`src/rtl/qos_port_sched.sv`:
```
// Output-port arbiter with wormhole locking. The winner class is aged requesters
// first, then QoS requesters, then any requester, with a round-robin pick inside the class.
module qos_port_sched #(
  parameter int WIDTH   = 4,
  parameter int AGE_MAX = 15
) (
  input  logic                     clk,
  input  logic                     rst_n,
  input  logic [WIDTH-1:0]         req,
  input  logic [WIDTH-1:0]         qos,
  input  logic [WIDTH-1:0]         tail,
  input  logic                     out_ready,
  output logic [WIDTH-1:0]         gnt,
  output logic                     xfer,
  output logic                     busy,
  output logic [$clog2(WIDTH)-1:0] sel_idx
);

  localparam int IW = $clog2(WIDTH);
  localparam int AW = $clog2(AGE_MAX + 1);
  localparam logic [AW-1:0] AGE_TOP = AW'(AGE_MAX);

  typedef enum logic {IDLE, LOCKED} state_e;

  state_e           state_q, state_d;
  logic [WIDTH-1:0] gnt_q, gnt_d;
  logic [IW-1:0]    sel_q, sel_d, rr_q, rr_d;
  logic [AW-1:0]    age_q [WIDTH];
  logic [AW-1:0]    age_d [WIDTH];
  logic [WIDTH-1:0] aged, hi, cls;
  logic [IW-1:0]    win_idx;
  logic             win_vld;
  logic             own_xfer, tail_xfer;

  // Returns {found, index} of the first set bit at or above ptr, wrapping.
  // Scanning from the far end downward lets the nearest hit overwrite the others.
  function automatic logic [IW:0] rr_pick(input logic [WIDTH-1:0] vec,
                                          input logic [IW-1:0] ptr);
    logic [IW:0] res;
    int          idx;
    res = '0;
    for (int k = WIDTH - 1; k >= 0; k--) begin
      idx = int'(ptr) + k;
      if (idx >= WIDTH) idx = idx - WIDTH;
      if (vec[idx]) res = {1'b1, IW'(idx)};
    end
    return res;
  endfunction

  always_comb begin
    for (int i = 0; i < WIDTH; i++) aged[i] = req[i] && (age_q[i] == AGE_TOP);
    hi  = req & qos;
    cls = (|aged) ? aged : ((|hi) ? hi : req);
    {win_vld, win_idx} = rr_pick(cls, rr_q);
  end

  assign own_xfer  = (|(gnt_q & req)) & out_ready;
  assign tail_xfer = own_xfer & tail[sel_q];

  always_comb begin
    state_d = state_q;
    gnt_d   = gnt_q;
    sel_d   = sel_q;
    rr_d    = rr_q;
    case (state_q)
      IDLE: begin
        if (win_vld) begin
          state_d = LOCKED;
          gnt_d   = WIDTH'(1) << win_idx;
          sel_d   = win_idx;
        end
      end
      LOCKED: begin
        // Only the tail flit releases the port; nothing else can preempt the owner.
        if (tail_xfer) begin
          state_d = IDLE;
          gnt_d   = '0;
          sel_d   = '0;
          rr_d    = (sel_q == IW'(WIDTH - 1)) ? '0 : sel_q + 1'b1;
        end
      end
      default: state_d = IDLE;
    endcase
  end

  always_comb begin
    for (int i = 0; i < WIDTH; i++) begin
      age_d[i] = age_q[i];
      if (!req[i]) age_d[i] = '0;
      else if (state_q == IDLE && win_vld && win_idx == IW'(i)) age_d[i] = '0;
      else if (!gnt_q[i] && age_q[i] != AGE_TOP) age_d[i] = age_q[i] + 1'b1;
    end
  end

  always_ff @(posedge clk or negedge rst_n) begin
    if (!rst_n) begin
      state_q <= IDLE;
      gnt_q   <= '0;
      sel_q   <= '0;
      rr_q    <= '0;
      for (int i = 0; i < WIDTH; i++) age_q[i] <= '0;
    end else begin
      state_q <= state_d;
      gnt_q   <= gnt_d;
      sel_q   <= sel_d;
      rr_q    <= rr_d;
      for (int i = 0; i < WIDTH; i++) age_q[i] <= age_d[i];
    end
  end

  assign gnt     = gnt_q;
  assign sel_idx = sel_q;
  assign busy    = (state_q == LOCKED);
  assign xfer    = own_xfer;

endmodule

```
`config.mk`:
```
export PLATFORM = sky130hd
export DESIGN_NAME = qos_port_sched
export DESIGN_NICKNAME = d
export VERILOG_FILES = /design/src/rtl/qos_port_sched.sv
export SDC_FILE = /design/constraint.sdc
export NUM_CORES = 1
export LEC_CHECK = 0
export BUFFER_PORTS_ARGS = -buffer_cell sky130_fd_sc_hd__buf_4
export CAP_MARGIN = 25
export CORE_MARGIN = 2
export CORE_UTILIZATION = 50
export DETAILED_ROUTE_END_ITERATION = 8
export GPL_TIMING_DRIVEN = 0
export PLACE_DENSITY = 0.75
export SLEW_MARGIN = 20
export SYNTH_ARGS = -nofsm -noshare
export SYNTH_HDL_FRONTEND = slang
export SYNTH_SLANG_ARGS = --single-unit
```
`constraint.sdc`:
```
create_clock -name clk -period 2.5 [get_ports clk]
set_clock_uncertainty 0.05 [all_clocks]
set_input_delay 0.5 -clock clk [delete_from_list [all_inputs] [get_ports clk]]
set_output_delay 0.5 -clock clk [all_outputs]
set_load 0.03 [all_outputs]
```
# [Word-level counts from Yosys, hierarchy flattened]
# Index checks and enable logic that the tools add are counted.
[op_classes] add_sub_neg=12 magnitude_cmp=9 eq_ne=18 shifts=1 mux=46 n_bitwise=5 reduce_logical=23
[ops] op="< comparator 32 x 4 -> 1 bit (second input constant)" count=4
[ops] op="two-way mux 32 bit" count=4
[ops] op="two-way mux 4 bit" count=16
[ops] op="adder 4 x 1 -> 4 bit (second input constant)" count=4
[ops] op="equality test 4 bit (second input constant)" count=4
[ops] op="inequality test 4 bit (second input constant)" count=4
[ops] op="logical AND 1 bit" count=13
[ops] op="two-way mux 3 bit" count=4
[ops] op="inequality test 3 x 1 -> 1 bit (second input constant)" count=4
[ops] op="OR reduction 4 bit" count=3
[ops] op="subtractor 3 x 3 -> 4 bit (second input constant)" count=3
[ops] op="two-way mux 1 bit" count=11
[ops] op="binary-select mux 1 bit (select 2 bit)" count=5
[ops] op="greater-or-equal comparator 3 bit (second input constant)" count=3
[ops] op="AND 4 bit" count=2
[ops] op="case mux 4 bit (2 select lines)" count=1
[ops] op="adder 2 x 2 -> 3 bit (second input constant)" count=2
[ops] op="equality test 2 bit (second input constant)" count=3
[ops] op="two-way mux 2 bit" count=3
[ops] op="zero test 1 bit" count=4
[ops] op="case mux 2 bit (2 select lines)" count=1
[ops] op="AND reduction 2 bit" count=2
[ops] op="left shift 1 x 2 -> 4 bit (first input constant)" count=1
[ops] op="subtractor 2 x 3 -> 4 bit (second input constant)" count=1
[ops] op="11 further kinds" count=12
[word_totals] ff_bits=25 in_bits=15 output_inout_bits=8 elab_cells=122

# [Longest topological paths before layout]
# Gate-level depths: netlist of the first run.
[logic_depth] word_depth=15 ltp_mapped=8

# [Least setup slack after synthesis of the first run]
# No wires, ideal clock.
[synth_timing] kind="input -> register" startpoint="in req[0]" endpoint="reg sel_q[0] (netlist: sel_idx[0])" setup_ps=120 arrival_time_ps=2376 required_time_ps=2330 setup_slack_ps=-46 path_stages=8 path_buffers=2 cell_sequence="buf_2 -> a222oi_1 -> a21oi_1 -> o21ai_1 -> o41ai_2 -> and3b_1 -> buf_6 -> a31o_2"
[synth_between] elab_chain_len=13
[synth_lines] item="start, declared" line="9" source="input logic [WIDTH-1:0] req,"
[synth_lines] item="AND 4 bit" line="52" source="hi = req & qos;"
[synth_lines] item="OR reduction 4 bit" line="53" source="cls = (|aged) ? aged : ((|hi) ? hi : req);"
[synth_lines] item="two-way mux 4 bit (2 in series)" line="53"
[synth_lines] item="binary-select mux 1 bit (select 2 bit)" line="45" source="if (vec[idx]) res = {1'b1, IW'(idx)};"
[synth_lines] item="two-way mux 1 bit (not written as such) (2 in series)" line="45"
[synth_lines] item="two-way mux 3 bit (4 in series)" line="45"
[synth_lines] item="two-way mux 2 bit / inequality test 2 bit (equally long branches)"
[synth_lines] item="case mux 2 bit (2 select lines) / AND reduction 2 bit (equally long branches)"
[synth_lines] item="end signal, assigned" line="105" source="sel_q <= sel_d;"
[synth_lines] item="end, declared" line="27" source="logic [IW-1:0] sel_q, sel_d, rr_q, rr_d;"
# Parallel ways exist; a longest one is shown, timed or not. The select of a mux whose other input is x is not followed.
# A chain may end at the register's enable or synchronous reset.

# [Worst setup path after layout of the first run]
[layout_timing] startpoint="reg age_q[0] (netlist name)" endpoint="reg age_q[1] (netlist name)"
[layout_between] elab_chain_len=15
[layout_lines] item="start, declared" line="28" source="logic [AW-1:0] age_q [WIDTH];"
[layout_lines] item="equality test 4 bit" line="51" source="for (int i = 0; i < WIDTH; i++) aged[i] = req[i] && (age_q[i] == AGE_TOP);"
[layout_lines] item="logical AND 1 bit" line="51"
[layout_lines] item="OR reduction 4 bit" line="53"
[layout_lines] item="two-way mux 4 bit" line="53"
[layout_lines] item="binary-select mux 1 bit (select 2 bit)" line="45"
[layout_lines] item="two-way mux 1 bit (not written as such) (2 in series)" line="45"
[layout_lines] item="two-way mux 3 bit (4 in series)" line="45"
[layout_lines] item="equality test 2 bit / logical AND 1 bit (equally long branches)" line="90" source="else if (state_q == IDLE && win_vld && win_idx == IW'(i)) age_d[i] = '0;"
[layout_lines] item="logical AND 1 bit" line="90"
[layout_lines] item="two-way mux 4 bit" line="90"
[layout_lines] item="two-way mux 4 bit" line="89" source="if (!req[i]) age_d[i] = '0;"
# Parallel ways exist; a longest one is shown, timed or not. The select of a mux whose other input is x is not followed.

==> results.toml, run 1 <==
[hold_path]
hold_path_class = "input port to asynchronous set/reset pin"

[floorplan]
fp.dieW_um = 59.44
core_sq_um = 2978
die_area_sq_um = 3533
initial_utilization_pct = 51.60
die_height_um = 59.44
ios = 23
num_rows = 20

[layout]
fin_nets = 217
drive_gt1_share_pct = 26.02
fin_util_pct = 62.06
antenna_cells = 0
syn2layout_area_growth_pct = 20.28

[grt]
grt.overflow.total = 0
grt_pass1_vias = 1368
grt_max_degree = 26
grt_pass1_wl_um = 5830
antenna_found_initial = 0
track_usage_pct = 21.11

[flow_run]
drv_cap = 0

[setup_path]
cp_max_fo = 10
r2r.worst_path.cells = 9
worst_r2r_endpoint = "age_q[1]"
r2r_setup_slack_ns = 0.04
crit_type = "register to register"
arrival_ns = 2.61
worstSetupEndpointType = "register"
critPathLaunchType = "register"
required_ns = 2.65
timing.rr.start = "age_q[0]"

[timing]
fin_setup_tns_ns = 0
slew_headroom_pct = 71.20
hold_viol = 0
setup_viol = 0
layout_min_cycle_time_ns = 2.456
tightest_slew_ns = 0.4275
post-route-period-util_pct = 98.25
fin_ws_ns = 0.04370
hold_slack_ns = 0.01866
max_freq_mhz = 407.1
slew_viol_final = 0

[drt]
route.final.wire_length_um = 3536
final_antenna_net_count = 0
first_iter_violations = 96
route.detailed.drc = 0
firstDrtPassIters = 5
num_vias = 1434
avgViaCountPerCell = 6.262
wl_per_cell_um = 15.44

[clocking]
ctsHtreeMaxLevel = 1
cts_root_buf = "clkbuf_4"
clkTransAtPathRegs_ns = 0.13
cts_hold_repair.buffers = 0
cts.sinks = 25
cts_buffer_depth = 2
clock_latency_ns = 0.30
cts_tree = "yes"
cts_inserted_buffers = 3

[place]
place_ws_ns = -0.2612
place.gp.congestion = 0.8934
portBuffers = 18
hpwl_um = 2566

[yosys]
synthMuxAreaShare_pct = 4.397
synth_edf_count = 0
yosys.area_share.simple_pct = 15.64
synthAdderAreaFrac_pct = 4.072
synth_compound_area_share_pct = 26.38
yosysWarnings = 0
synthFlopType = "dfrtp_1"
synth_area_per_cell_sq_um = 9.369
ys_seq_elements = 25
syn_inst = 164
yosysSeqAreaShare_pct = 40.72
syn_nets = 184
synthArstFlopShare_pct = 100.0
synthDistinctLibCells = 39
synth_top_family_by_area = "compound AO/OA/AOI/OAI gates"
synth_xor_area_share_pct = 3.990
syn_area_sq_um = 1536

[power_and_ir_drop]
power_w = 0.0007545
leakagePower_nw = 0.8268
power-per-cell-area_nw_per_um2 = 408.3
ir_drop_mv = 0.2548

[outcome]
status = "completed"
## per-layer routing
layer  vias up  wire, um  track usage (%)
li1        689         -                -
met1       698      1519            28.35
met2        45      1790            36.73
met3         2       206            2.183
met4         0        19            4.221
met5         -         0                0
## worst max-delay path, stage by stage (launching register included)
cell and delay, ns:
dfrtp_1 0.43, ha_1 0.25, nand4_1 0.23, nand4_1 0.18
o21a_1 0.23, a222oi_1 0.36, buf_4 0.20, and3b_1 0.20
buf_6 0.15, a21oi_1 0.07
## worst max path at each step
stage	startpoint	end	slack [ns]	depth (start not counted)
final	age_q[0]	age_q[1]	0.04	9
after detailed placement	req[2]	sel_idx[0]	-0.26	8
after global routing	age_q[0]	age_q[9]	-0.08	9
after global placement	req[3]	sel_idx[0]	-0.23	8
after floorplan	req[1]	age_q[0]	0.008	8
after CTS	req[0]	age_q[13]	0.05	8
## area by class of cell
type	instances	area [sq um]
plain buffers	7	47.55
clock buffers	4	26.28
fillers	251	1130
inverters	7	26.28
multi-input cells	125	870.8
flip-flops and latches	25	625.6
well taps	33	41.29
repair buffers	28	210.2
## timing repair
| item | in CTS | in global routing |
|---|---|---|
| buffers inserted | 2 | 8 |
| pin swaps | 1 | 8 |
| endpoints found under the setup margin | 13 | 22 |
| resized for setup | 0 | 6 |
## cells by family (layout without fill, tap and decap cells)
family,count (synthesis),after routing
mux,5,5
simple gates,46,46
flops,25,25
xor+xnor,7,7
buf+inv,14,46
fa+ha+maj,5,5
compound gates,62,62
## stage by stage
step	cells	area (sq um)
after floorplan	164	1548
after global placement	215	1724
after detailed placement	215	1724
after CTS	221	1765
after global routing	229	1848
final	229	1848
## cell usage after synthesis, types with 2 or more instances
cell type  instances  share of area (%)
dfrtp_1           25                 41
o21a_1             3                1.5
a21boi_0           2               0.98
xor2_1             5                2.9
a32o_1             4                2.6
mux2_2             4                2.9
a31oi_1            6                2.4
inv_1              7                1.7
and2_1             2               0.81
o211ai_1           2               0.98
a22oi_1            2               0.98
nand3_1            2               0.65
xnor2_1            2                1.1
a211oi_1           2               0.98
nand2_1           16                3.9
nor2_1             6                1.5
buf_6              2                1.5
o21ai_0            5                1.6
a222oi_1           2                1.3
ha_1               5                4.1
nor3b_1            2               0.98
and4_1             2                1.1
a21oi_1           26                8.5
nand4_1           11                4.5
buf_2              5                1.6
## sequential cells by signal, indices dropped and copies added (netlist names)
signal	count
sel_idx	2
age_q	16
busy	1
gnt	4
rr_q	2
## power by group
| part | switching [W] | internal [W] | leakage (nW) |
|---|---|---|---|
| logic | 0.0000778 | 0.0000641 | 0.478 |
| registers | 0.0000151 | 0.000420 | 0.334 |
| clock network | 0.000116 | 0.0000621 | 0.0150 |
## cells in the final DEF (no fill, tap or decap), types with 2 or more instances in the layout
master / netlist / layout
a21oi_1: 26 / 26
nand2_1: 16 / 16
xor2_1: 5 / 5
a22oi_1: 2 / 2
buf_2: 5 / 5
clkbuf_4: 0 / 3
mux2_2: 4 / 4
o21a_1: 3 / 3
ha_1: 5 / 2
and4_1: 2 / 2
a32o_1: 4 / 4
a222oi_1: 2 / 2
a31oi_1: 6 / 6
nor2_1: 6 / 6
buf_6: 2 / 2
and2_1: 2 / 2
o21ai_0: 5 / 3
a211oi_1: 2 / 2
inv_1: 7 / 7
buf_4: 0 / 28
ha_2: 0 / 3
nor3b_1: 2 / 2
nand4_1: 11 / 11
o21ai_2: 0 / 2
o211ai_1: 2 / 2
xnor2_1: 2 / 2
nand3_1: 2 / 2
dfrtp_1: 25 / 25
(Power assumes the default switching activity.)
==> inputs of run 2 (changes only) <==
--- a/config.mk
+++ b/config.mk
@@ -5,13 +5,15 @@
 export SDC_FILE = /design/constraint.sdc
 export NUM_CORES = 1
 export LEC_CHECK = 0
+export ABC_AREA = 1
 export BUFFER_PORTS_ARGS = -buffer_cell sky130_fd_sc_hd__buf_4
 export CAP_MARGIN = 25
+export CORE_ASPECT_RATIO = 2
 export CORE_MARGIN = 2
-export CORE_UTILIZATION = 50
+export CORE_UTILIZATION = 52
 export DETAILED_ROUTE_END_ITERATION = 8
 export GPL_TIMING_DRIVEN = 0
-export PLACE_DENSITY = 0.75
+export PLACE_DENSITY = 0.77
 export SLEW_MARGIN = 20
 export SYNTH_ARGS = -nofsm -noshare
 export SYNTH_HDL_FRONTEND = slang
==> run 2 against run 1 <==
Final area grew 12%. Flip-flop and latch count is the same. Register-to-register slack gained 0.17 ns. Synthesized cell count grew 59%. Worst setup slack gained 0.17 ns. Largest power group is now combinational cells. Via count grew 16%. Total power grew to 2.8 times the previous value. Count of clock-buffer cells in the layout is the same.
==> results.toml, run 2 <==
[timing]
layout_min_cycle_time_ns = 2.286
tightest_slew_ns = 0.4183
fin_ws_ns = 0.2140
max_freq_mhz = 437.4
post-route-period-util_pct = 91.44
slew_headroom_pct = 72.01
hold_viol = 0
setup_viol = 0
slew_viol_final = 0

[drt]
wl_met2_um = 2222
route.final.wire_length_um = 3855
wl_per_cell_um = 12.12
firstDrtPassIters = 4
final_antenna_net_count = 0
route.detailed.drc = 0
highest_layer = "met4"
met3WireLength_um = 95
avgViaCountPerCell = 5.226
first_iter_violations = 34
num_vias = 1662
wl_met1_um = 1487

[power_and_ir_drop]
ir_drop_mv = 0.7086
intPower_w = 0.001086
power-per-cell-area_nw_per_um2 = 1025
net-switching-power_w = 0.001029
p_seq_share_pct = 31.5
pwr-share-clk_pct = 11.5
leakagePower_nw = 1.164
power_w = 0.002115
netSwitchingFraction_pct = 48.66
comb_power_share_pct = 57.0

[setup_path]
required_ns = 2.60
worstSetupEndpointType = "register"
cp_max_fo = 4
arrival_ns = 2.39
crit_type = "register to register"
critPathLaunchType = "register"

[clocking]
clock_latency_ns = 0.27
cts_root_buf = "clkbuf_8"
cts_tree = "yes"
cts_buffer_depth = 2
cts_inserted_buffers = 3
ctsHtreeMaxLevel = 1
clkTransAtPathRegs_ns = 0.08
cts.sinks = 25

[yosys]
synthMuxAreaShare_pct = 0
yosys-top-cells-count = "86 x nand2_1, 36 x inv_1, 25 x dfrtp_1, 25 x nor2_1, 14 x nand3_1"
yosys.area_share.simple_pct = 36.74
synth_area_per_cell_sq_um = 6.732
ys_top_cells_by_area = "dfrtp_1 36%, nand2_1 18%, inv_1 7.7%, nor2_1 5.4%, nand3_1 4.0%"
yosysSeqAreaShare_pct = 35.74
synthDistinctLibCells = 27
synth_compound_area_share_pct = 13.94
syn_area_sq_um = 1750
syn_nets = 280
synth_top_family_by_area = "simple AND/OR/NAND/NOR gates"
yosysWarnings = 0
synth.top_cell.area_share_pct = 35.74
synthFlopType = "dfrtp_1"
synth_xor_area_share_pct = 0.5004
synthArstFlopShare_pct = 100.0
syn_inst = 260
ys_seq_elements = 25
synth_top_cell_by_area = "dfrtp_1"
synth_edf_count = 0
synthAdderAreaFrac_pct = 3.574
yosysMostFrequentCell = "nand2_1"

[place]
hpwl_um = 3072
place_ws_ns = 0.1303
place.gp.congestion = 0.8654
portBuffers = 21
dpl-instance-area_sq_um = 1947

[grt]
track_usage_pct = 22.91
antenna_found_initial = 0
grt_max_degree = 26
grt_pass1_wl_um = 6789
grt_pass1_vias = 1626
grt.overflow.total = 0

[layout]
final_common_cell = "nand2_1"
layout_common_cells = "81 x nand2_1, 36 x inv_1, 25 x nor2_1, 25 x dfrtp_1, 23 x buf_4"
syn2layout_area_growth_pct = 17.94
regMostFlops = "age_q"
largest_register_ffs = 16
final_design_area_no_fill_sq_um = 2064
antenna_cells = 0
fillCellCount = 307
fin_nets = 308
drive_gt1_share_pct = 20.91

[outcome]
status = "completed"

[floorplan]
die_height_um = 86.05
die_area_sq_um = 3874
ios = 23
num_rows = 29
core_sq_um = 3193
initial_utilization_pct = 54.82
fp.dieW_um = 45.03

[flow_run]
drv_cap = 0

[hold_path]
hold_path_class = "input port to asynchronous set/reset pin"
run 2: repair_timing:
action / in CTS / in global routing
hold buffers: 0 / 0
endpoints found under the setup margin: 0 / 20
setup buffers: 0 / 2
resized for setup: 0 / 14
run 2: cell type report:
class | instances | area [sq um] | area share (%)
Timing Repair Buffer | 23 | 172.7 | 8.364
Inverter | 40 | 150.1 | 7.273
Tap cell | 31 | 38.79 | 1.879
Multi-Input combinational cell | 193 | 1016 | 49.21
Clock buffer | 4 | 45.04 | 2.182
Buffer | 2 | 16.27 | 0.7879
Sequential cell | 25 | 625.6 | 30.30
run 2: power groups by stage:
stage / clock (W) / sequential, W / combinational, W
after detailed placement: 0 / 0.000674 / 0.00110
after CTS: 0.000248 / 0.000666 / 0.00111
final: 0.000243 / 0.000666 / 0.00121
after floorplan: 0 / 0.000729 / 0.000762
after global routing: 0.000260 / 0.000690 / 0.00138
after global placement: 0 / 0.000667 / 0.00108
run 2: worst max-delay path: stages (launching register included):
cell     delay (ns)
dfrtp_1        0.40
ha_1           0.23
nand2_2        0.10
nor2_4         0.05
inv_2          0.05
nand2_1        0.08
nor2_4         0.14
nand2_1        0.09
nand2_2        0.11
nand2_1        0.06
nand3_1        0.09
nand2_1        0.06
inv_1          0.04
nand2_1        0.07
nand2_1        0.09
nand2_2        0.09
nand2_4        0.11
inv_2          0.05
nor2_4         0.14
nor2_1         0.06
run 2: path summary, 6_finish.rpt:
check                          from   endpoint  slack (ns)  cells after the start
setup / recovery           age_q[0]   age_q[2]        0.21                     19
setup reg to reg           age_q[0]   age_q[2]        0.21                     19
min in group clk             gnt[1]     gnt[1]        0.47                      2
max in group asynchronous     rst_n   age_q[9]        2.07                      1
hold / removal                rst_n  age_q[12]        0.07                      1
hold reg to reg              gnt[1]     gnt[1]        0.47                      2
run 2: through the flow:
stage	hold WS (ns)	setup TNS (ns)	std cells	utilization (%)
finish	0.07336	0	318	64.66
global route	0.09687	-0.03281	318	64.66
CTS	0.08615	0	316	62.38
detailed placement	0.3778	0	312	60.97
global placement	0.3736	0	312	60.97
floorplan	0.1544	0	260	-
run 2: kinds of logic (layout without fill, tap and decap cells):
kind of cell	after synthesis	count (layout)
xor gates and xnor gates	1	1
buffers and inverters	42	69
and+or+nand+nor	145	145
DFF	25	25
AOI/OAI and AO/OA	42	42
adders and majority gates	5	5
run 2: metal layers:
layer | global-route usage [%] | vias to the layer above
li1 | - | 879
met1 | 24.50 | 751
met3 | 1.263 | 5
met2 | 44.42 | 27
met4 | 6.952 | 0
met5 | 0 | -
